### config.mk
export PLATFORM = sky130hd
export DESIGN_NAME = dft8_frame_loader
export DESIGN_NICKNAME = d
export VERILOG_FILES = /design/src/rtl/dft8_frame_loader.sv
export SDC_FILE = /design/constraint.sdc
export NUM_CORES = 1
export LEC_CHECK = 0
export BUFFER_PORTS_ARGS = -buffer_cell sky130_fd_sc_hd__buf_2
export CAP_MARGIN = 25
export CORE_ASPECT_RATIO = 1.25
export CORE_MARGIN = 1
export CORE_UTILIZATION = 24
export DETAILED_ROUTE_END_ITERATION = 8
export PLACE_DENSITY = 0.49
export SYNTH_ARGS = -nofsm -noshare
export SYNTH_HDL_FRONTEND = slang
export SYNTH_SLANG_ARGS = --single-unit
export TNS_END_PERCENT = 10
### constraint.sdc
create_clock -name clk -period 10.32 [get_ports clk]
set_clock_uncertainty 0.2 [all_clocks]
set_input_delay 2.58 -clock clk [delete_from_list [all_inputs] [get_ports clk]]
set_output_delay 2.58 -clock clk [all_outputs]
set_load 0.1 [all_outputs]
### src/rtl/dft8_frame_loader.sv
// Groups a serial complex-sample stream into 8-sample frames for DFT_8, ping-pong double buffered.
// Latency 1 cycle from slot-7 accept to out_valid; input stalls (in_ready=0) only when both banks hold frames.
module dft8_frame_loader #(
  parameter int N = 32
) (
  input  logic           clk,
  input  logic           rst,
  input  logic           in_valid,
  output logic           in_ready,
  input  logic           in_sof,
  input  logic [N-1:0]   in_r,
  input  logic [N-1:0]   in_i,
  output logic           out_valid,
  input  logic           out_ready,
  output logic [8*N-1:0] frame_r,
  output logic [8*N-1:0] frame_i,
  output logic           sof_err
);

  logic [N-1:0] bank_r [2][8];
  logic [N-1:0] bank_i [2][8];
  logic [2:0]   wr_idx;
  logic         wr_ptr;
  logic         rd_ptr;
  logic [1:0]   full;
  logic         sof_err_q;

  logic         accept;
  logic         take;
  logic [2:0]   slot;

  assign in_ready  = !rst && !full[wr_ptr];
  assign out_valid = full[rd_ptr];
  assign sof_err   = sof_err_q;
  assign accept    = in_valid && in_ready;
  assign take      = out_valid && out_ready;
  // A mid-frame sof restarts the frame at slot 0, abandoning the partial contents.
  assign slot      = in_sof ? 3'd0 : wr_idx;

  always_ff @(posedge clk) begin
    if (rst) begin
      wr_idx    <= 3'd0;
      wr_ptr    <= 1'b0;
      rd_ptr    <= 1'b0;
      full      <= 2'b00;
      sof_err_q <= 1'b0;
      for (int b = 0; b < 2; b++) begin
        for (int k = 0; k < 8; k++) begin
          bank_r[b][k] <= '0;
          bank_i[b][k] <= '0;
        end
      end
    end else begin
      sof_err_q <= accept && in_sof && (wr_idx != 3'd0);
      if (accept) begin
        bank_r[wr_ptr][slot] <= in_r;
        bank_i[wr_ptr][slot] <= in_i;
        wr_idx               <= slot + 3'd1;
        if (slot == 3'd7) begin
          full[wr_ptr] <= 1'b1;
          wr_ptr       <= ~wr_ptr;
        end
      end
      // The write bank is never full while accepting, so it cannot be the bank being released.
      if (take) begin
        full[rd_ptr] <= 1'b0;
        rd_ptr       <= ~rd_ptr;
      end
    end
  end

  always_comb begin
    frame_r = '0;
    frame_i = '0;
    for (int k = 0; k < 8; k++) begin
      frame_r[k*N +: N] = bank_r[rd_ptr][k];
      frame_i[k*N +: N] = bank_i[rd_ptr][k];
    end
  end

endmodule

== After elaboration in Yosys (flattened, before gate mapping) ==
Memory sizes are Yosys's and may differ from the RTL's. A register that Yosys moved wholly into a read port is not among the register bits.
Index checks and enable logic that the tools add are counted.

* Flip-flop bits (word level): 8
* Bits in writable memories: 1024
* Memories: 2

{| class="wikitable"
|+ Memory list
! name !! words !! width !! rd ports !! clocked after memory_dff !! wr ports !! RTL line !! source
|-
| bank_i || 2 || 256 || 1 || 1 || 2 || 21 || <nowiki>logic [N-1:0] bank_i [2][8];</nowiki>
|-
| bank_r || 2 || 256 || 1 || 1 || 2 || 20 || <nowiki>logic [N-1:0] bank_r [2][8];</nowiki>
|}

* Add/sub/neg operators: 1
* Order comparisons: 6
* Equality and inequality tests: 1
* Multiplexer cells: 30
* Bitwise logic cells: 6
* Reductions and logical operators: 14

{| class="wikitable"
|+ Operators with widths
! kind !! number
|-
| $mux W256 || 5
|-
| $reduce_or A256 Y1 || 2
|-
| $demux W32 S3 || 1
|-
| $mux W32 || 1
|-
| $mux W1 || 16
|-
| $logic_and A1 B1 Y1 || 8
|-
| $mux W2 || 4
|-
| $ge A4 B4 Y1 const B || 1
|-
| $lt A1 B2 Y1 const B || 2
|-
| $lt A4 B1 Y1 const B || 1
|-
| $not A3 Y4 || 1
|-
| $add A3 B1 Y3 const B || 1
|-
| $eq A3 B3 Y1 const B || 1
|-
| $mux W3 || 1
|-
| $reduce_bool A3 Y1 || 1
|-
| $and A2 B2 Y2 || 1
|-
| $demux W1 S1 || 2
|-
| $ge A1 B1 Y1 const B || 2
|-
| $logic_not A1 Y1 || 2
|-
| $not A1 Y1 || 2
|-
| $not A2 Y2 || 1
|-
| $or A2 B2 Y2 || 1
|-
| $reduce_and A2 Y1 || 1
|}

== Logic depth before layout (Yosys ltp) ==
Gate-level depths: netlist (run 1).

* Depth in word-level cells: 10
* Gate-level depth with buffers: 8
* Depth with buffers taken out: 6

== Worst setup path before layout (run 1) ==
No wires, ideal clock.

* Kind: input to register
* From: input rst
* To: memory bank_i[0][32] (netlist bit), enable pin
* Library setup time: 581 ps
* Arrival time: 8129 ps
* Path slack: 1410 ps
* Stages on the path: 4
* Cells stage by stage: clkbuf_1 or4b_1 buf_2 o31ai_1

{| class="wikitable"
|+ RTL lines
! item !! RTL line !! source
|-
| start: declaration || 7 || <nowiki>input logic rst,</nowiki>
|-
| end: declaration || 21 ||
|}

==> reports/summary.txt, run 1 <==
========================================================================================
Proportion of power drawn by flip-flops and latches                                0.484
Number of max-cap violations                                                           0
Maximum net fanout on the critical path                                              143
Combinational power share                                                          0.129
Count of TritonRoute iterations in the first routing pass                              5
Total half-perimeter wirelength after legalization and detailed placement   95650 microns
Peak VDD IR                                                                    0.1346 mV
Met2 routing resource usage after global routing                                  0.2559
Final-report max-slew violation count                                                  0
Startpoint of the most critical register-to-register path                         wr_ptr
Highest-count cells in the layout ignoring fill and taps                    sky130_fd_sc_hd__edfxtp_1, sky130_fd_sc_hd__buf_2, sky130_fd_sc_hd__mux2_2, sky130_fd_sc_hd__nor2_1, sky130_fd_sc_hd__and2_1
Setup TNS                                                                           0 ps
Avg WL per Cell                                                             27.20 microns
Clock group share of total power                                                   0.386
Yosys warns                                                                            0
Tmin final                                                                       6383 ps
Cell area after synthesis                                                    41440 sq um
First-pass GRT wire length                                                  201100 microns
Count of buffer and inverter cells on the critical path                                2
Clock tree from TritonCTS                                                           done
Layout overhead on the synthesized area                                           22.37%
Vias per cell                                                                      4.451
Mapped Nets                                                                         2548
Drt drc                                                                                0
Yosys top cell by area                                                      sky130_fd_sc_hd__edfxtp_1
Kind of launch point of the worst setup path                                        flop
Area of the die                                                             174300 sq um
Die Wd                                                                      373.7 microns
Cell types occupying the most area after synthesis                          sky130_fd_sc_hd__edfxtp_1, sky130_fd_sc_hd__mux2_2, sky130_fd_sc_hd__and2_1
Die height                                                                  466.6 microns
Commonest non-fill, non-tap cell in the layout                              sky130_fd_sc_hd__edfxtp_1
Internal Dissipation                                                            7.232 mW
Power dissipated by switching net loads                                         2.900 mW
Number of H-tree levels                                                                3
Peak clock frequency supported by timing                                       156.7 MHz
Endpoint of the worst hold path                                                  full[0]
Period utilisation layout                                                         0.6185
Share of total power consumed by net switching                                    0.2862
Worst hold path startpoint                                                        rd_ptr
Maximum number of pins on one net before global-route repair                         161
Clock slew at the register clock pins of the worst setup and hold paths            60 ps
Initial Util                                                                      0.2414
Number of logic stages on the critical path including buffering                        3
Number of cells on the worst reg-to-reg path                                           5
Post-synth EDFFs                                                                    1024
Residual antenna-violating net count after detailed routing                            0
Slew margin rel.                                                                 0.08051
Met1 Usage GRT                                                                    0.2194
Buffers inserted during post-CTS setup optimization                                    0
Leakage power of the design                                                     19.24 nW
Share of the synthesized area in compound gates (AO/OA/AOI/OAI)                 0.004620
Cells traversed along the worst timing path                                 buf_12 > mux2_2 > buf_2
Portion of synthesized cell area occupied by the leading cell type                0.7420
Setup slack of the most critical reg-to-reg path                                 6420 ps
Total number of clock tree sinks                                                    1033
CP max stage delay                                                                900 ps
WHS Path Cells                                                                         2
Number of vias after detailed routing                                              24020
Total setup violations reported at the end of the flow                                 0
Final std cells w/o fill                                                            5397
Busiest metal layer after global routing                                            met2
Number of resized instances in the post-cts repair step                                0
Cts hold-fix bufs                                                                      0
Cell with the biggest individual delay on the critical path                 sky130_fd_sc_hd__dfxtp_4
Overall routed net length                                                   146800 microns
Number of DRC markers in iteration 0                                                2277
Share of cells above drive strength 1                                             0.4213
Aggregate global routing overflow                                                      0
Routability congestion estimate                                                   0.7514
Synth unique cells                                                                    40
Num CTS Buffers                                                                      112
Root buffer cell                                                            sky130_fd_sc_hd__clkbuf_16
Run status                                                                  finished, final reports clean
Critical path arrival                                                            3600 ps
Critical path endpoint category                                               output pin
Multiplexer share of the synthesized area                                         0.1399
Class of the tightest hold or removal check                                      reg2reg
Final number of hold-violating endpoints                                               0
#FFs+latches synth                                                                  1033
Family with the most delay on the worst path                                  flip-flops
Fraction of the mapped netlist area in adder cells                             0.0006039
Post-synthesis xor/xnor area fraction                                                  0
Main combinational cell family by area after synthesis                      multiplexers
Clock insertion delay at the later pin of the skew report                         740 ps
NumNets Final                                                                       3133
Initial antenna violation count                                                       22
CORE AREA                                                                   171700 sq um
Simple-Gate Fraction of Synth Area                                               0.09239
Actual slew at the worst max-slew pin                                            1379 ps
Synth Instances                                                                     2477
Number of port buffers                                                               583
Worst EP required                                                                7540 ps
R2r endpoint                                                                bank_r[1][175]
Worst Hold Slack                                                                342.3 ps
CTS max path bufs                                                                      3
Unrepaired setup endpoints after global routing                                    false
Via count of the first global-routing pass                                         23954
Post-placement cell count                                                           5184
Number of top-level design ports                                                     584
GR met3 Demand/Resource                                                          0.05842
Proportion of synthesized chip area in sequential cells                           0.7464
Class of the most critical setup path                                            reg2out
Total routing resource utilization after global routing                           0.1656
Pwr Density                                                                 199.8 nW/um^2
Proportion of synthesized flip-flops having asynchronous set or reset                  0
Number of cell rows                                                                  170
Synthesized area per cell                                                    16.73 sq um
Most instantiated flip-flop cell in the synthesis netlist                   sky130_fd_sc_hd__edfxtp_1
========================================================================================
[worst min-delay path, cell delays in order (launching register included)]
cell,delay (ps)
sky130_fd_sc_hd__dfxtp_1,340
sky130_fd_sc_hd__nor2_1,110
sky130_fd_sc_hd__nor3_1,50
[power groups by stage]
stage | Sequential (mW) | Clock, mW | Combinational [mW]
floorplan | 4.99 | 0 | 0.959
global placement | 4.99 | 0 | 1.32
detailed placement | 5.00 | 0 | 1.33
CTS | 4.91 | 4.01 | 1.33
global route | 4.93 | 4.14 | 1.36
finish | 4.91 | 3.92 | 1.31
[logic make-up (layout without fill, tap and decap cells)]
kind of cell | count (synthesis) | count (layout)
compound gates | 28 | 28
fa+ha+maj | 2 | 2
buf+inv | 159 | 832
flops | 1033 | 1033
mux | 515 | 515
other cells | 0 | 11
simple gates | 740 | 740
[state kept, by name, summed over array words and instances, names as in the netlist, named ones only]
signal   cells
bank_i     512
bank_r     512
wr_idx       3
full         2
rd_ptr       1
sof_err      1
wr_ptr       1
[per-stage QoR]
stage	setup WS [ps]	power [mW]	cell area (sq um)	util
floorplan	1410	5.947	41440	-
global placement	3931	6.312	47020	0.2739
detailed placement	3931	6.327	47190	0.2749
CTS	3915	10.25	50680	0.2953
global route	3865	10.42	50680	0.2953
finish	3937	10.13	50710	0.2954
[cells in the mapped netlist, types with 3 or more instances]
cell,n
sky130_fd_sc_hd__edfxtp_1,1024
sky130_fd_sc_hd__mux2_2,514
sky130_fd_sc_hd__nor2_1,263
sky130_fd_sc_hd__and2_1,256
sky130_fd_sc_hd__and3_1,131
sky130_fd_sc_hd__clkbuf_1,124
sky130_fd_sc_hd__nand2_1,67
sky130_fd_sc_hd__buf_2,11
sky130_fd_sc_hd__dfxtp_1,9
sky130_fd_sc_hd__buf_1,7
sky130_fd_sc_hd__a21oi_1,6
sky130_fd_sc_hd__buf_6,6
sky130_fd_sc_hd__inv_1,6
sky130_fd_sc_hd__nor3_1,6
sky130_fd_sc_hd__a21o_1,5
sky130_fd_sc_hd__o21ai_0,5
sky130_fd_sc_hd__a31o_2,3
sky130_fd_sc_hd__clkbuf_2,3
sky130_fd_sc_hd__nor2b_1,3
sky130_fd_sc_hd__nor3b_1,3
sky130_fd_sc_hd__or2_2,3
[metal layers]
| layer | vias up | share of wire |
|---|---|---|
| li1 | 10386 | - |
| met1 | 12464 | 0.43 |
| met2 | 1010 | 0.45 |
| met3 | 154 | 0.10 |
| met4 | 6 | 0.020 |
| met5 | - | 0.00022 |
[cell type report]
cell class / instances / area [sq um]
fill: 17187 / 120900
tap: 2236 / 2798
sequential: 1033 / 30930
inverter: 6 / 22.52
clock buffer: 129 / 2888
clock inverter: 73 / 608.1
timing repair buffer: 624 / 3383
multi-input combinational: 1285 / 10050
antenna: 11 / 27.53
[worst max path at each step]
| stage | startpoint | endpoint | slack (ps) |
|---|---|---|---|
| after floorplan | rst | bank_i[0][32] | 1410 |
| after global placement | rst | in_ready | 3930 |
| after detailed placement | rst | in_ready | 3930 |
| after CTS | flop | frame_i[200] | 3910 |
| after global routing | flop | frame_r[60] | 3870 |
| final | flop | frame_i[206] | 3940 |
(Power assumes the default switching activity.)
==> inputs of run 2 (changes only) <==
--- a/config.mk
+++ b/config.mk
@@ -11,7 +11,7 @@
 export CORE_MARGIN = 1
 export CORE_UTILIZATION = 24
 export DETAILED_ROUTE_END_ITERATION = 8
-export PLACE_DENSITY = 0.49
+export PLACE_DENSITY = 0.5
 export SYNTH_ARGS = -nofsm -noshare
 export SYNTH_HDL_FRONTEND = slang
 export SYNTH_SLANG_ARGS = --single-unit
==> constraint.sdc (replaced) <==
create_clock -name clk -period 5.4 [get_ports clk]
set_clock_uncertainty 0.2 [all_clocks]
set_input_delay 1.35 -clock clk [delete_from_list [all_inputs] [get_ports clk]]
set_output_delay 1.35 -clock clk [all_outputs]
set_load 0.1 [all_outputs]
==> reports/summary.txt, run 2 (synthesis gave the netlist of run 1 again) <==
========================================================================================
Clock insertion delay at the later pin of the skew report                         710 ps
Initial Util                                                                      0.2414
Clock tree from TritonCTS                                                           done
Period utilisation layout                                                         0.8121
Number of H-tree levels                                                                3
Unrepaired setup endpoints after global routing                                    false
FF/Latch Area                                                                30930 sq um
Slew margin rel.                                                                  0.3027
Largest registers                                                           bank_i x512, bank_r x512, wr_idx x3
Setup slack of the most critical reg-to-reg path                                 2190 ps
Actual slew at the worst max-slew pin                                            1046 ps
Worst EP required                                                                3850 ps
Residual antenna-violating net count after detailed routing                            0
Critical path arrival                                                            2840 ps
CTS max path bufs                                                                      3
First-pass GRT wire length                                                  201800 microns
Via count of the first global-routing pass                                         23971
Aggregate global routing overflow                                                      0
Final-layout fill cell count                                                       17243
Die Wd                                                                      373.7 microns
Count of TritonRoute iterations in the first routing pass                              5
Clock group share of total power                                                   0.378
Number of resized instances in the post-cts repair step                                0
Clock slew at the register clock pins of the worst setup and hold paths            60 ps
Highest-count cells in the layout ignoring fill and taps                    sky130_fd_sc_hd__edfxtp_1, sky130_fd_sc_hd__buf_2, sky130_fd_sc_hd__mux2_2, sky130_fd_sc_hd__nor2_1, sky130_fd_sc_hd__and2_1
Layout overhead on the synthesized area                                           22.52%
Commonest non-fill, non-tap cell in the layout                              sky130_fd_sc_hd__edfxtp_1
Final design instance area without fill                                      50770 sq um
Run status                                                                  finished, final reports clean
Critical path endpoint category                                               output pin
Drt drc                                                                                0
Maximum net fanout on the critical path                                              103
Total number of clock tree sinks                                                    1033
Sum of internal, switching and leakage power                                    19.13 mW
Leakage power of the design                                                     19.29 nW
CP max stage delay                                                                570 ps
Area of the die                                                             174300 sq um
Share of cells above drive strength 1                                             0.4224
Tmin final                                                                       4385 ps
Initial antenna violation count                                                       30
Buffers inserted during post-CTS setup optimization                                    0
Number of cell rows                                                                  170
Count of buffer and inverter cells on the critical path                                2
Internal Dissipation                                                            13.64 mW
Number of top-level design ports                                                     584
Number of DRC markers in iteration 0                                                2561
Family with the most delay on the worst path                                buffers and inverters
CORE AREA                                                                   171700 sq um
Die height                                                                  466.6 microns
Cell with the biggest individual delay on the critical path                 sky130_fd_sc_hd__dfxtp_4
Number of vias after detailed routing                                              23973
Proportion of power drawn by flip-flops and latches                                0.491
Worst Hold Slack                                                                346.9 ps
Placed cell area                                                             47380 sq um
Vias per cell                                                                      4.427
Cts hold-fix bufs                                                                      0
Final number of hold-violating endpoints                                               0
Maximum number of pins on one net before global-route repair                         104
Startpoint of the most critical register-to-register path                         wr_ptr
Kind of launch point of the worst setup path                                        flop
NumNets Final                                                                       3154
Power dissipated by switching net loads                                         5.493 mW
Num CTS Buffers                                                                      110
Class of the most critical setup path                                            reg2out
Number of port buffers                                                               583
Cells traversed along the worst timing path                                 buf_12 > mux2_2 > buf_2
Peak VDD IR                                                                    0.2644 mV
Routability congestion estimate                                                   0.7650
Worst hold path startpoint                                                        rd_ptr
Class of the tightest hold or removal check                                      reg2reg
Overall routed net length                                                   147000 microns
Root buffer cell                                                            sky130_fd_sc_hd__clkbuf_16
Number of max-cap violations                                                           0
Pwr Density                                                                 376.8 nW/um^2
Final-report max-slew violation count                                                  0
Total setup violations reported at the end of the flow                                 0
Avg WL per Cell                                                             27.15 microns
Total routing resource utilization after global routing                           0.1659
Combinational power share                                                          0.132
Post-placement cell count                                                           5207
Peak clock frequency supported by timing                                       228.0 MHz
Area taken by multi-input logic gates                                        10060 sq um
Total half-perimeter wirelength after legalization and detailed placement   98380 microns
Share of total power consumed by net switching                                    0.2871
Final std cells w/o fill                                                            5415
========================================================================================
[run 2: layout make-up]
type                    count  area share
diodes                      9   0.0004436
multi-input cells        1285      0.1982
well taps                2236     0.05510
repair buffers            647     0.07014
flip-flops and latches   1033      0.6093
inverters                   6   0.0004436
clock inverters            66     0.01010
clock buffers             133     0.05634
[run 2: routing by layer]
metal	GRT usage	up-vias	wire length [microns]
li1	-	10428	-
met1	0.2265	12302	64980
met3	0.06365	122	16270
met2	0.2502	1099	63990
met4	0.03018	22	1664
met5	0	-	131
[run 2: worst paths after layout]
path,endpoint,depth (start not counted)
max,frame_i[77],3
min,full[0],2
max reg2reg,bank_r[1][189],4
min reg2reg,full[0],2
[run 2: power by group through the flow]
stage | clock [mW] | combinational (mW) | sequential, mW
after global placement | 0 | 2.55 | 9.55
final | 7.22 | 2.52 | 9.39
after floorplan | 0 | 1.83 | 9.52
after detailed placement | 0 | 2.55 | 9.56
after CTS | 7.36 | 2.55 | 9.40
after global routing | 7.65 | 2.60 | 9.43
[run 2: worst min-delay path, cell delays in order, from the launching register on]
cell,delay (ps)
sky130_fd_sc_hd__dfxtp_1,330
sky130_fd_sc_hd__nor2_1,110
sky130_fd_sc_hd__nor3_1,50
[run 2: stage by stage]
| stage | worst slack (ps) | TNS (ps) | util |
|---|---|---|---|
| 2_1_floorplan | -353.1 | -49180 | - |
| 6_report | 1015 | 0 | 0.2958 |
| 3_5_place_dp | 1031 | 0 | 0.2760 |
| 5_1_grt | 963.1 | 0 | 0.2957 |
| 3_3_place_gp | 1084 | 0 | 0.2760 |
| 4_1_cts | 991.1 | 0 | 0.2956 |
